<file path="config.mk">
export PLATFORM = sky130hd
export DESIGN_NAME = bangbang_loop_ctrl
export DESIGN_NICKNAME = d
export VERILOG_FILES = /design/src/rtl/bangbang_loop_ctrl.sv
export SDC_FILE = /design/constraint.sdc
export NUM_CORES = 1
export LEC_CHECK = 0
export ABC_CLOCK_PERIOD_IN_PS = 4400
export CAP_MARGIN = 20
export CORE_MARGIN = 3
export CORE_UTILIZATION = 55
export CTS_BUF_LIST = sky130_fd_sc_hd__clkbuf_8 sky130_fd_sc_hd__clkbuf_16
export DETAILED_ROUTE_END_ITERATION = 10
export MAX_ROUTING_LAYER = met4
export PLACE_DENSITY = 0.78
export SLEW_MARGIN = 20
export SYNTH_ARGS = -nofsm -noshare
export SYNTH_HDL_FRONTEND = slang
export SYNTH_SLANG_ARGS = --single-unit
</file>
<file path="constraint.sdc">
create_clock -name fpga_clk_i -period 4.4 [get_ports fpga_clk_i]
set_clock_uncertainty 0.15 [all_clocks]
set_input_delay 0.88 -clock fpga_clk_i [delete_from_list [all_inputs] [get_ports fpga_clk_i]]
set_output_delay 0.88 -clock fpga_clk_i [all_outputs]
set_load 0.005 [all_outputs]
</file>
<file path="src/rtl/bangbang_loop_ctrl.sv">
// bangbang_loop_ctrl
//   Bang-bang (early/late) phase-locking controller. A reference clock and the
//   generated oscillator clock are sampled in the fpga_clk_i domain; on every
//   rising reference edge the sampled generated clock gives a one-bit phase
//   decision. A proportional-integral filter turns the decisions into an
//   unsigned oscillator control word.
//
// Ports
//   fpga_clk_i  in   sole clock, all state on its rising edge
//   reset_i     in   asynchronous, active-high reset
//   ref_i       in   reference clock (asynchronous)
//   gen_i       in   generated clock (asynchronous)
//   mode_i      in   00 OFF, 01 TRACK, 10 HOLD, 11 MANUAL
//   manual_i    in   control word applied in MANUAL
//   ctrl_o      out  registered oscillator control word
//   pd_valid_o  out  one-cycle strobe per phase decision
//   pd_early_o  out  last decision (1 = gen leading, 0 = gen lagging)
//   lock_o      out  lock indicator
//   sat_o       out  integrator sitting at either signed limit
//
// Handshake: pd_valid_o is a plain strobe with no ready. It is high for exactly
// one cycle per decision; pd_early_o, lock_o and the integrator change on the
// same edge that raises it, and ctrl_o follows one cycle later.
module bangbang_loop_ctrl #(
    parameter int CTRL_WIDTH = 4,
    parameter int INT_WIDTH  = 12,
    parameter int KI_SHIFT   = 4,
    parameter int KP         = 1,
    parameter int LOCK_COUNT = 16
) (
    input  logic                  fpga_clk_i,
    input  logic                  reset_i,
    input  logic                  ref_i,
    input  logic                  gen_i,
    input  logic [1:0]            mode_i,
    input  logic [CTRL_WIDTH-1:0] manual_i,
    output logic [CTRL_WIDTH-1:0] ctrl_o,
    output logic                  pd_valid_o,
    output logic                  pd_early_o,
    output logic                  lock_o,
    output logic                  sat_o
);

    localparam logic [1:0] MODE_OFF    = 2'b00;
    localparam logic [1:0] MODE_TRACK  = 2'b01;
    localparam logic [1:0] MODE_HOLD   = 2'b10;
    localparam logic [1:0] MODE_MANUAL = 2'b11;

    localparam int MID      = 2 ** (CTRL_WIDTH - 1);
    localparam int CTRL_MAX = 2 ** CTRL_WIDTH - 1;
    localparam int CNT_W    = $clog2(LOCK_COUNT + 1);

    localparam logic [CTRL_WIDTH-1:0]        MID_CTRL = {1'b1, {(CTRL_WIDTH-1){1'b0}}};
    localparam logic signed [INT_WIDTH-1:0]  ACC_MAX  = {1'b0, {(INT_WIDTH-1){1'b1}}};
    localparam logic signed [INT_WIDTH-1:0]  ACC_MIN  = {1'b1, {(INT_WIDTH-1){1'b0}}};
    localparam logic signed [INT_WIDTH-1:0]  ACC_ONE  = 1;
    localparam logic [CNT_W-1:0]             CNT_ONE  = 1;
    localparam logic [CNT_W-1:0]             LOCK_TGT = CNT_W'(LOCK_COUNT);

    // Synchronisers and edge detector
    logic       ref_s1, ref_s2, ref_d;
    logic       gen_s1, gen_s2;
    logic [1:0] fill;
    logic       ref_edge;

    // Loop filter state
    logic signed [INT_WIDTH-1:0] int_acc;
    logic signed [INT_WIDTH-1:0] int_step;
    logic signed [INT_WIDTH-1:0] int_term;
    logic signed [INT_WIDTH-1:0] int_preload;
    logic signed [31:0]          hold_sum;
    logic signed [31:0]          track_sum;
    logic [CTRL_WIDTH-1:0]       ctrl_hold;
    logic [CTRL_WIDTH-1:0]       ctrl_track;

    // Lock detector state
    logic             have_prev;
    logic [CNT_W-1:0] lock_cnt;
    logic [CNT_W-1:0] lock_cnt_next;

    function automatic logic [CTRL_WIDTH-1:0] clamp_ctrl(input logic signed [31:0] v);
        if (v < 0) begin
            return '0;
        end else if (v > CTRL_MAX) begin
            return '1;
        end else begin
            return v[CTRL_WIDTH-1:0];
        end
    endfunction

    always_comb begin
        // The synchroniser flops all clear on reset, so a reference that is
        // already high at release would look like a rising edge. Edges are
        // only trusted once the pipeline holds three real samples.
        ref_edge = ref_s2 & ~ref_d & (fill == 2'd3);

        // Saturating +/-1 step: gen sampled high means gen leads, step down.
        int_step = int_acc;
        if (gen_s2) begin
            if (int_acc != ACC_MIN) int_step = int_acc - ACC_ONE;
        end else begin
            if (int_acc != ACC_MAX) int_step = int_acc + ACC_ONE;
        end

        // Proportional term uses the decision already latched in pd_early_o,
        // because ctrl_o is updated the cycle after the decision.
        int_term  = int_acc >>> KI_SHIFT;
        hold_sum  = MID + 32'(int_term);
        track_sum = hold_sum + (pd_early_o ? -KP : KP);
        ctrl_hold  = clamp_ctrl(hold_sum);
        ctrl_track = clamp_ctrl(track_sum);

        // Preload so that the integral term alone reproduces manual_i.
        int_preload = INT_WIDTH'(($signed({1'b0, manual_i}) - MID) <<< KI_SHIFT);

        // Alternation counter; the first decision after (re)entering TRACK
        // has nothing to compare with and only seeds the history.
        lock_cnt_next = '0;
        if (have_prev && (gen_s2 != pd_early_o)) begin
            lock_cnt_next = (lock_cnt == LOCK_TGT) ? lock_cnt : lock_cnt + CNT_ONE;
        end
    end

    assign sat_o = (int_acc == ACC_MAX) || (int_acc == ACC_MIN);

    always_ff @(posedge fpga_clk_i or posedge reset_i) begin
        if (reset_i) begin
            ref_s1     <= 1'b0;
            ref_s2     <= 1'b0;
            ref_d      <= 1'b0;
            gen_s1     <= 1'b0;
            gen_s2     <= 1'b0;
            fill       <= 2'd0;
            int_acc    <= '0;
            ctrl_o     <= MID_CTRL;
            pd_valid_o <= 1'b0;
            pd_early_o <= 1'b0;
            lock_o     <= 1'b0;
            lock_cnt   <= '0;
            have_prev  <= 1'b0;
        end else begin
            // Synchronisers run in every mode.
            ref_s1 <= ref_i;
            ref_s2 <= ref_s1;
            ref_d  <= ref_s2;
            gen_s1 <= gen_i;
            gen_s2 <= gen_s1;
            if (fill != 2'd3) fill <= fill + 2'd1;

            pd_valid_o <= 1'b0;

            case (mode_i)
                MODE_TRACK: begin
                    if (ref_edge) begin
                        pd_valid_o <= 1'b1;
                        pd_early_o <= gen_s2;
                        int_acc    <= int_step;
                        lock_cnt   <= lock_cnt_next;
                        lock_o     <= (lock_cnt_next == LOCK_TGT);
                        have_prev  <= 1'b1;
                    end
                    if (pd_valid_o) ctrl_o <= ctrl_track;
                end
                MODE_HOLD: begin
                    ctrl_o    <= ctrl_hold;
                    lock_o    <= 1'b0;
                    lock_cnt  <= '0;
                    have_prev <= 1'b0;
                end
                MODE_MANUAL: begin
                    ctrl_o    <= manual_i;
                    int_acc   <= int_preload;
                    lock_o    <= 1'b0;
                    lock_cnt  <= '0;
                    have_prev <= 1'b0;
                end
                default: begin // MODE_OFF
                    ctrl_o    <= MID_CTRL;
                    int_acc   <= '0;
                    lock_o    <= 1'b0;
                    lock_cnt  <= '0;
                    have_prev <= 1'b0;
                end
            endcase
        end
    end

endmodule

</file>
# Word-level counts from Yosys, hierarchy flattened
# Cells that the tools add are included.
totals:
  register_bits: 32
  word_cells: 70
op_classes:
  add_sub_neg: 7
  order_cmp: 4
  n_eq_ne: 16
  mux: 22
  n_bitwise: 4
  reduce_logical: 4
ops:
  columns: ["cell", "n"]
  rows:
  - ["two-way mux 12 bit", 4]
  - ["one-hot mux 12 bit (3 select lines)", 1]
  - ["adder 9 x 32 -> 32 bit", 1]
  - ["greater-than comparator 32 x 5 -> 1 bit (second input constant)", 1]
  - ["less-than comparator 32 x 1 -> 1 bit (second input constant)", 1]
  - ["two-way mux 32 bit", 1]
  - ["== test 12 bit (second input constant)", 2]
  - ["!= test 12 bit (second input constant)", 2]
  - ["two-way mux 4 bit", 5]
  - ["two-way mux 5 bit", 4]
  - ["adder 12 x 2 -> 12 bit (second input constant)", 1]
  - ["one-hot mux 4 bit (3 select lines)", 1]
  - ["subtractor 12 x 2 -> 12 bit (second input constant)", 1]
  - ["== test 5 bit (second input constant)", 2]
  - ["adder 5 x 8 -> 9 bit (first input constant)", 1]
  - ["greater-than comparator 9 x 5 -> 1 bit (second input constant)", 1]
  - ["less-than comparator 9 x 1 -> 1 bit (second input constant)", 1]
  - ["== test 2 bit (second input constant)", 3]
  - ["two-way mux 1 bit", 6]
  - ["!= test 2 bit (second input constant)", 3]
  - ["!= test 3 bit (second input constant)", 2]
  - ["adder 5 x 1 -> 5 bit (second input constant)", 1]
  - ["subtractor 4 x 4 -> 5 bit (second input constant)", 1]
  - ["AND reduction 4 bit", 1]
  - ["8 further kinds", 10]

# Logic depth before layout (Yosys ltp)
logic_depth:
  word_depth: 7
  mapped_depth: 16

# Worst setup path before layout
# OpenSTA, ideal clock, no wires.
synth_path:
  path_type: "reg2reg"
  startpoint: "register pd_early_o"
  endpoint: "register ctrl_o[0]"
  t_arrival_ns: 3.877
  slack_ns: 0.242
  stages_incl_launch_ff: 16
  path_cell_list: "dfrtp_1 ha_1 a21o_1 a21o_4 a2111oi_4 nor4b_2 o21a_1 o21a_1 nor2_1 fa_1 nor4bb_1 nand3_1 nor4_1 nand4_1 a2111oi_1 o21ai_1"
synth_between:
  elab_chain_cells: 7
  elab_cells_between_ends: 8
synth_rtl:
  columns: ["element", "line_no", "text"]
  rows:
  - ["start, declared", "39", "output logic pd_early_o,"]
  - ["start signal, assigned", "156", "pd_early_o <= gen_s2;"]
  - ["two-way mux 32 bit *", "109", "track_sum = hold_sum + (pd_early_o ? -KP : KP);"]
  - ["adder 9 x 32 -> 32 bit *", "109", null]
  - ["greater-than comparator 32 x 5 -> 1 bit", "84", "end else if (v > CTRL_MAX) begin"]
  - ["two-way mux 4 bit", "84", null]
  - ["two-way mux 4 bit *", "82", "if (v < 0) begin"]
  - ["two-way mux 4 bit *", "162", "if (pd_valid_o) ctrl_o <= ctrl_track;"]
  - ["one-hot mux 4 bit (3 select lines) *", "152", "case (mode_i)"]
  - ["end signal, assigned", "162", null]
  - ["end signal, assigned", "165", "ctrl_o <= ctrl_hold;"]
  - ["end signal, assigned", "171", "ctrl_o <= manual_i;"]
  - ["end, declared", "37", "output logic [CTRL_WIDTH-1:0] ctrl_o,"]
# Every way passes the cells marked *; elsewhere a longest branch is shown, timed or not. The select of a mux whose other input is x is not followed.
# A chain may end at the register's enable or synchronous reset.

# Final worst setup path
layout_path:
  startpoint: "register int_acc[7]"
  endpoint: "register ctrl_o[0]"
layout_between:
  elab_chain_cells: 7
  elab_cells_between_ends: 12
layout_rtl:
  columns: ["element", "line_no", "text"]
  rows:
  - ["start, declared", "67", "logic signed [INT_WIDTH-1:0] int_acc;"]
  - ["start signal, assigned", "157", "int_acc <= int_step;"]
  - ["start signal, assigned", "172", "int_acc <= int_preload;"]
  - ["adder 5 x 8 -> 9 bit *", "108", "hold_sum = MID + 32'(int_term);"]
  - ["adder 9 x 32 -> 32 bit", "109", null]
  - ["greater-than comparator 32 x 5 -> 1 bit", "84", null]
  - ["two-way mux 4 bit", "84", null]
  - ["two-way mux 4 bit", "82", null]
  - ["two-way mux 4 bit", "162", null]
  - ["one-hot mux 4 bit (3 select lines) *", "152", null]
# Marked as above.

==> metrics.md <==
| Metric | Value |
|---|---|
| Worst-path clk slew | `0.07 ns` |
| CP required | `4.43 ns` |
| IO Port Bufs | `17` |
| Crit-path cells | `inv_1 -> ha_1 -> ha_2 -> nor3_1 -> nor4b_2 -> o21a_1 -> o21a_1 -> nor2_1 -> fa_1 -> nor4bb_1 -> nand3_1 -> nor4_1 -> nand4_1 -> a2111oi_2 -> o21ai_1` |
| Final setup fails | `0` |
| Vias in the first global route | `2418` |
| Highest clock rate | `0.234 GHz` |
| Clock share of power | `22.7%` |
| Post-synth top area cell | `dfrtp_1` |
| Post-route ant nets | `0` |
| CTS Buffer Depth | `2` |
| Syn Inst Count | `330` |
| WL final | `7150 um` |
| Vias per inst | `6.08` |
| Clk Latency, worst-skew pair | `0.29 ns` |
| Post-Route M1 WL | `3340 um` |
| 1st-pass router iterations | `4` |
| Global route overflow | `0` |
| Async S/R FF share, synth | `100%` |
| Initial Utilization | `57.9%` |
| Gate power share | `49.4%` |
| Int Power | `0.753 mW` |
| Syn nets | `380` |
| Arr. time, crit path | `4.30 ns` |
| Synth Flop Type | `dfrtp_1` |
| Mapped Area | `0.00300 mm^2` |
| Sink Count | `32` |
| RSZ-0062 raised after global routing | `yes` |
| Power Dens Cells | `372 mW/mm^2` |
| Number of synthesized flops with an enable pin | `0` |
| Synth-to-Final Area Change | `15.2%` |
| Most numerous cell in the Yosys netlist | `nand2_1` |
| Post-CTS sizing | `0` |
| Core area | `0.00517 mm^2` |
| Count of different cell masters after synthesis | `54` |
| Average wire per standard cell | `16.8 um` |
| DR iter-0 viols | `234` |
| # diodes | `0` |
| Max FO, Critical Path | `7` |
| Met2 WL | `3380 um` |
| Maxcap violations | `0` |
| Top cells by count, synth | `nand2_1, nor2_1, dfrtp_1` |
| Hold Vio Cnt, Final | `0` |
| Worst Tran Pin Value | `0.743 ns` |
| Vias after detailed routing | `2592` |
| Std cell rows | `26` |
| Hold-fix buffer count after cts | `0` |
| DRC | `0` |
| Die extent in x | `79.8 um` |
| Top cell type's share of synthesized area | `25.9%` |
| Syn avg cell area | `9.08 um^2` |
| Peak VDD IR | `235 uV` |
| Wire length on met3 | `331 um` |
| Largest net degree at the start of global routing | `28` |
| Critical path buffers and inverters | `1` |
| Die Height | `79.8 um` |
| Layout cells sized above 1 | `9.55%` |
| Hold WC Path Type | `flip-flop to flip-flop` |
| Min cycle time layout | `4.27 ns` |
| Switch Pwr | `0.531 mW` |
| Delay-heaviest family, CP | `simple AND/OR/NAND/NOR gates` |
| Total track usage | `24.6%` |
| Sequential area share after synthesis | `26.8%` |
| Outcome | `completed` |
| Die area | `0.00637 mm^2` |
| Post-CTS Setup Inserts | `0` |
| GP Congestion | `0.935` |
| Nets | `405` |
| CTS tree | `built` |
| Worst setup EP type | `flip-flop` |
| Util after Layout | `66.7%` |
| Placed insts | `417` |
| Switching Fraction | `41.4%` |
| Setup CP Type | `flip-flop to flip-flop` |
| I/O Pins | `18` |
| Part of the power in registers | `27.9%` |
| CP max stage delay | `0.52 ns` |
| Post-synthesis sequential element count | `32` |
| Non-filler instance count after layout | `426` |
| Slowest library cell on the worst path | `fa_1` |
| Max_slew headroom | `50.3%` |
| Ys Warns | `0` |
| Root buffer cell | `clkbuf_8` |
| Final HPWL DP | `5280 um` |
| First-pass GRT wire length | `11900 um` |
| Initial antenna violation count | `0` |
| DR top layer | `met4` |
| Final setup TNS | `0 ns` |
| CP Launch Type | `flip-flop` |
| CTS buffer count | `5` |
| Most common cell on crit path | `o21a_1` |
| CTS H-tree depth | `2` |
| Synth top area cells | `dfrtp_1, fa_1, ha_1` |
| Final Cycle Share | `97.1%` |
| Leak | `1.43 nW` |
| Slew Viols, Final | `0` |
| Overall Power | `1.28 mW` |
==> layer usage <==
metal	GRT usage, %	up-vias
met1	34.9	1254
met5	-	-
li1	-	1254
met2	36.9	72
met4	6.59	0
met3	3.84	12
==> sequential cells by signal (all words and copies together), names as in the netlist <==
name / count
ctrl_o: 4
fill: 2
gen_s1: 1
gen_s2: 1
have_prev: 1
int_acc: 12
lock_cnt: 5
lock_o: 1
pd_early_o: 1
pd_valid_o: 1
ref_d: 1
ref_s1: 1
ref_s2: 1
==> cells by family (layout without fill, tap and decap cells) <==
logic type      after synthesis  count (layout)  share of synthesized area, %
simple gates                120             120                          20.3
compound gates               95              95                          21.9
fa+ha+maj                    40              40                          21.0
flops                        32              32                          26.8
buf+inv                      19              45                          2.63
xor+xnor                     18              18                          5.26
mux                           6               6                          2.13
==> power by group through the flow <==
stage / Sequential, mW / Clock [mW] / Combinational [mW]
after detailed placement: 0.363 / 0 / 0.601
after CTS: 0.357 / 0.296 / 0.609
after floorplan: 0.365 / 0 / 0.441
after global placement: 0.361 / 0 / 0.585
after global routing: 0.362 / 0.309 / 0.699
final: 0.358 / 0.292 / 0.634
==> final cells by class <==
type	count	area, um^2
clock buffer	5	68.8
clock inverter	3	42.5
fill	399	1720
inverter	11	41.3
multi-input combinational	279	2150
sequential	32	803
tap	70	87.6
timing repair buffer	26	258
==> layout by cell type (no fill, tap or decap), drive strengths merged, types with 8 or more instances in the layout <==
cell type,netlist,routed
nand2,35,35
nor2,32,32
dfrtp,31,31
o21ai,25,25
ha,23,23
a21oi,20,20
fa,17,17
clkdlybuf4s50,0,17
nand3,10,10
inv,11,10
xor2,10,10
buf,1,9
xnor2,8,8
a21o,8,8
==> worst register-to-register path, delay by kind of cell, from the launching register on <==
family	cells	cell delay, ns
adders and majority gates	3	1.20
DFF	1	0.45
buffers and inverters	1	0.15
AOI/OAI and AO/OA	4	0.85
and+or+nand+nor	7	1.36
==> through the flow <==
stage                     hold slack (ns)  area (um^2)  worst slack [ns]
after floorplan                     0.181         3000             0.242
after global placement              0.184         3280             0.214
after detailed placement            0.187         3280             0.156
after CTS                           0.207         3390             0.118
after global routing                0.218         3450           -0.0456
final                               0.205         3450             0.126
==> worst paths after layout <==
path,slack [ns],from,end,cells past startpoint
hold reg to reg,0.20,gen_s1,gen_s2,0
hold / removal,0.20,gen_s1,gen_s2,0
min in group asynchronous,0.66,reset_i,gen_s2,2
setup reg to reg,0.13,int_acc[7],ctrl_o[0],15
max in group asynchronous,2.99,reset_i,ctrl_o[3],3
setup / recovery,0.13,int_acc[7],ctrl_o[0],15
Note: power is estimated with default switching activity, not from simulation.
==> edit, RTL diff (config.mk and constraints unchanged) <==
Compare `lock_cnt` against `LOCK_TGT` with >= in place of ==.
--- a/src/rtl/bangbang_loop_ctrl.sv
+++ b/src/rtl/bangbang_loop_ctrl.sv
@@ -117,7 +117,7 @@
         // has nothing to compare with and only seeds the history.
         lock_cnt_next = '0;
         if (have_prev && (gen_s2 != pd_early_o)) begin
-            lock_cnt_next = (lock_cnt == LOCK_TGT) ? lock_cnt : lock_cnt + CNT_ONE;
+            lock_cnt_next = (lock_cnt >= LOCK_TGT) ? lock_cnt : lock_cnt + CNT_ONE;
         end
     end
 
Behaviour: no difference found for any inputs over 10 cycles, from zero or initial values and one cycle with reset_i high; that may be too few to reach the edited logic, so the function may still have changed.
==> edit against the original RTL <==
  * Count of clock-buffer cells in the layout stayed put
  * Routed wire length shrank 6.3%
  * Sequential cell count stayed put
  * Total power shrank 1.2%
  * Core utilization down 1.7 points
  * Setup slack improved by 0.24 ns
  * Final area fell by 3.1%
  * Largest power group unchanged
  * Area after synthesis fell by 1.3%
==> edit: results (changes against the original RTL) <==
# port buffers: 17 (unchanged)
Max transition margin: 50.8% (+0.56 points)
pin count of the biggest net entering global routing: 33 (+18%)
fin cells: 415 (-2.6%)
Switching Share: 40.1% (-1.2 points)
vias in the first global route: 2,419 (+0.041%)
Combinational Power Share: 48.3% (-1.1 points)
Syn Inst Count: 323 (-2.1%)
first-pass GRT wire length: 11.5 mm (-3.0%)
maximum vdd drop: 0.000175 V (-26%)
status: finished, final reports clean
hold path start: gen_s1
via count: 2,469 (-4.7%)
Cell variety after synth: 59 (+9.3%)
critical path fanouts, max: 8 (+1)
GPL Wtd Cong: 0.856 (-8.4%)
top cells by count, synth: dfrtp_1, o21ai_0, a21oi_1
largest cells by area after synthesis: dfrtp_1, fa_1, ha_1
Worst R2R Setup Slack: 0.36 ns (+0.24 ns)
hold depth: 0 (unchanged)
# fillers: 445 (+12%)
GR Layer Usage met2: 39.4% (+2.5 points)
Reg power frac: 29.5% (+1.6 points)
routed wire length per instance: 16.1 microns (-3.9%)
drt initial violations: 223 (-4.7%)
met3 GRT Util: 3.29% (-0.55 points)
Leakage: 0.00139 uW (-2.5%)
Post-DP HPWL: 4.96 mm (-6.0%)
Worst R2R End: ctrl_o[2]
Syn Nets: 373 (-1.8%)
Power Combinational: 613 uW (-3.3%)
Placed Cells: 407 (-2.4%)
met1 Usage GRT: 31.3% (-3.6 points)
GRT Overall Usage: 23.7% (-0.95 points)
share of cells above drive strength 1: 9.28% (-0.28 points)
worst r2r src: int_acc[7]
-- edit: cell count changes after synthesis, sizes merged, moves of 3 or more --
cell / before / now
a2111oi: 5 / 0
a21oi: 20 / 27
a31oi: 3 / 6
a32oi: 0 / 3
inv: 11 / 16
nand2: 35 / 25
nand2b: 3 / 6
nor2: 32 / 22
nor4: 6 / 2
o22ai: 0 / 3
o31ai: 6 / 1
or3: 3 / 0
xor2: 10 / 6
-- edit: logic make-up (layout without fill, tap and decap cells) --
| group | count (synthesis) | after routing | synth area share (%) |
|---|---|---|---|
| AO/OA/AOI/OAI | 104 | 104 | 22.7 |
| AND/OR/NAND/NOR | 98 | 98 | 17.6 |
| adder cells (fa/ha/maj) | 40 | 40 | 21.2 |
| flip-flops | 32 | 32 | 27.1 |
| buffers and inverters | 25 | 47 | 3.47 |
| XOR/XNOR | 16 | 16 | 4.74 |
| multiplexers | 8 | 8 | 3.17 |
-- edit: how the worst max path moves through the flow --
stage	startpoint	to	slack (ns)	cells past startpoint
after global placement	int_acc[7]	ctrl_o[1]	0.46	15
final	int_acc[7]	ctrl_o[2]	0.36	15
after detailed placement	int_acc[7]	ctrl_o[2]	0.33	15
after CTS	int_acc[7]	ctrl_o[2]	0.26	15
after global routing	int_acc[8]	ctrl_o[2]	0.03	15
after floorplan	pd_early_o	ctrl_o[1]	0.67	14
-- edit: final cells by class --
cell class | count | area (sq um) | share of cell area [%]
Multi-Input combinational cell | 266 | 2070 | 61.8
Sequential cell | 32 | 803 | 24.0
Timing Repair Buffer | 23 | 215 | 6.44
Tap cell | 70 | 87.6 | 2.62
Clock buffer | 5 | 68.8 | 2.06
Inverter | 16 | 60.1 | 1.80
Clock inverter | 3 | 42.5 | 1.27
-- edit: metal layers --
metal  wire length [microns]  vias up
li1                        -     1217
met5                       0        -
met2                    3360       54
met3                     257        7
met4                      51        0
met1                    3030     1191
-- edit: stage by stage --
stage / cell area (sq um) / setup WS (ns) / hold WS [ns]
6_report: 3340 / 0.365 / 0.202
5_1_grt: 3340 / 0.0338 / 0.216
4_1_cts: 3330 / 0.263 / 0.204
3_5_place_dp: 3220 / 0.327 / 0.188
3_3_place_gp: 3220 / 0.458 / 0.184
2_1_floorplan: 2960 / 0.674 / 0.181
-- edit: critical path, stage by stage, from the launching register on --
cell and delay, ns:
dfrtp_2 0.43, inv_1 0.11, ha_1 0.34, ha_1 0.34, nand2_1 0.08, o21ai_0 0.24
a21oi_1 0.11, o21bai_1 0.28, a31oi_1 0.19, fa_1 0.53, nor4b_2 0.26, o2111ai_1 0.17
nor3_1 0.17, o211ai_1 0.13, nor3_2 0.22, o21ai_0 0.14
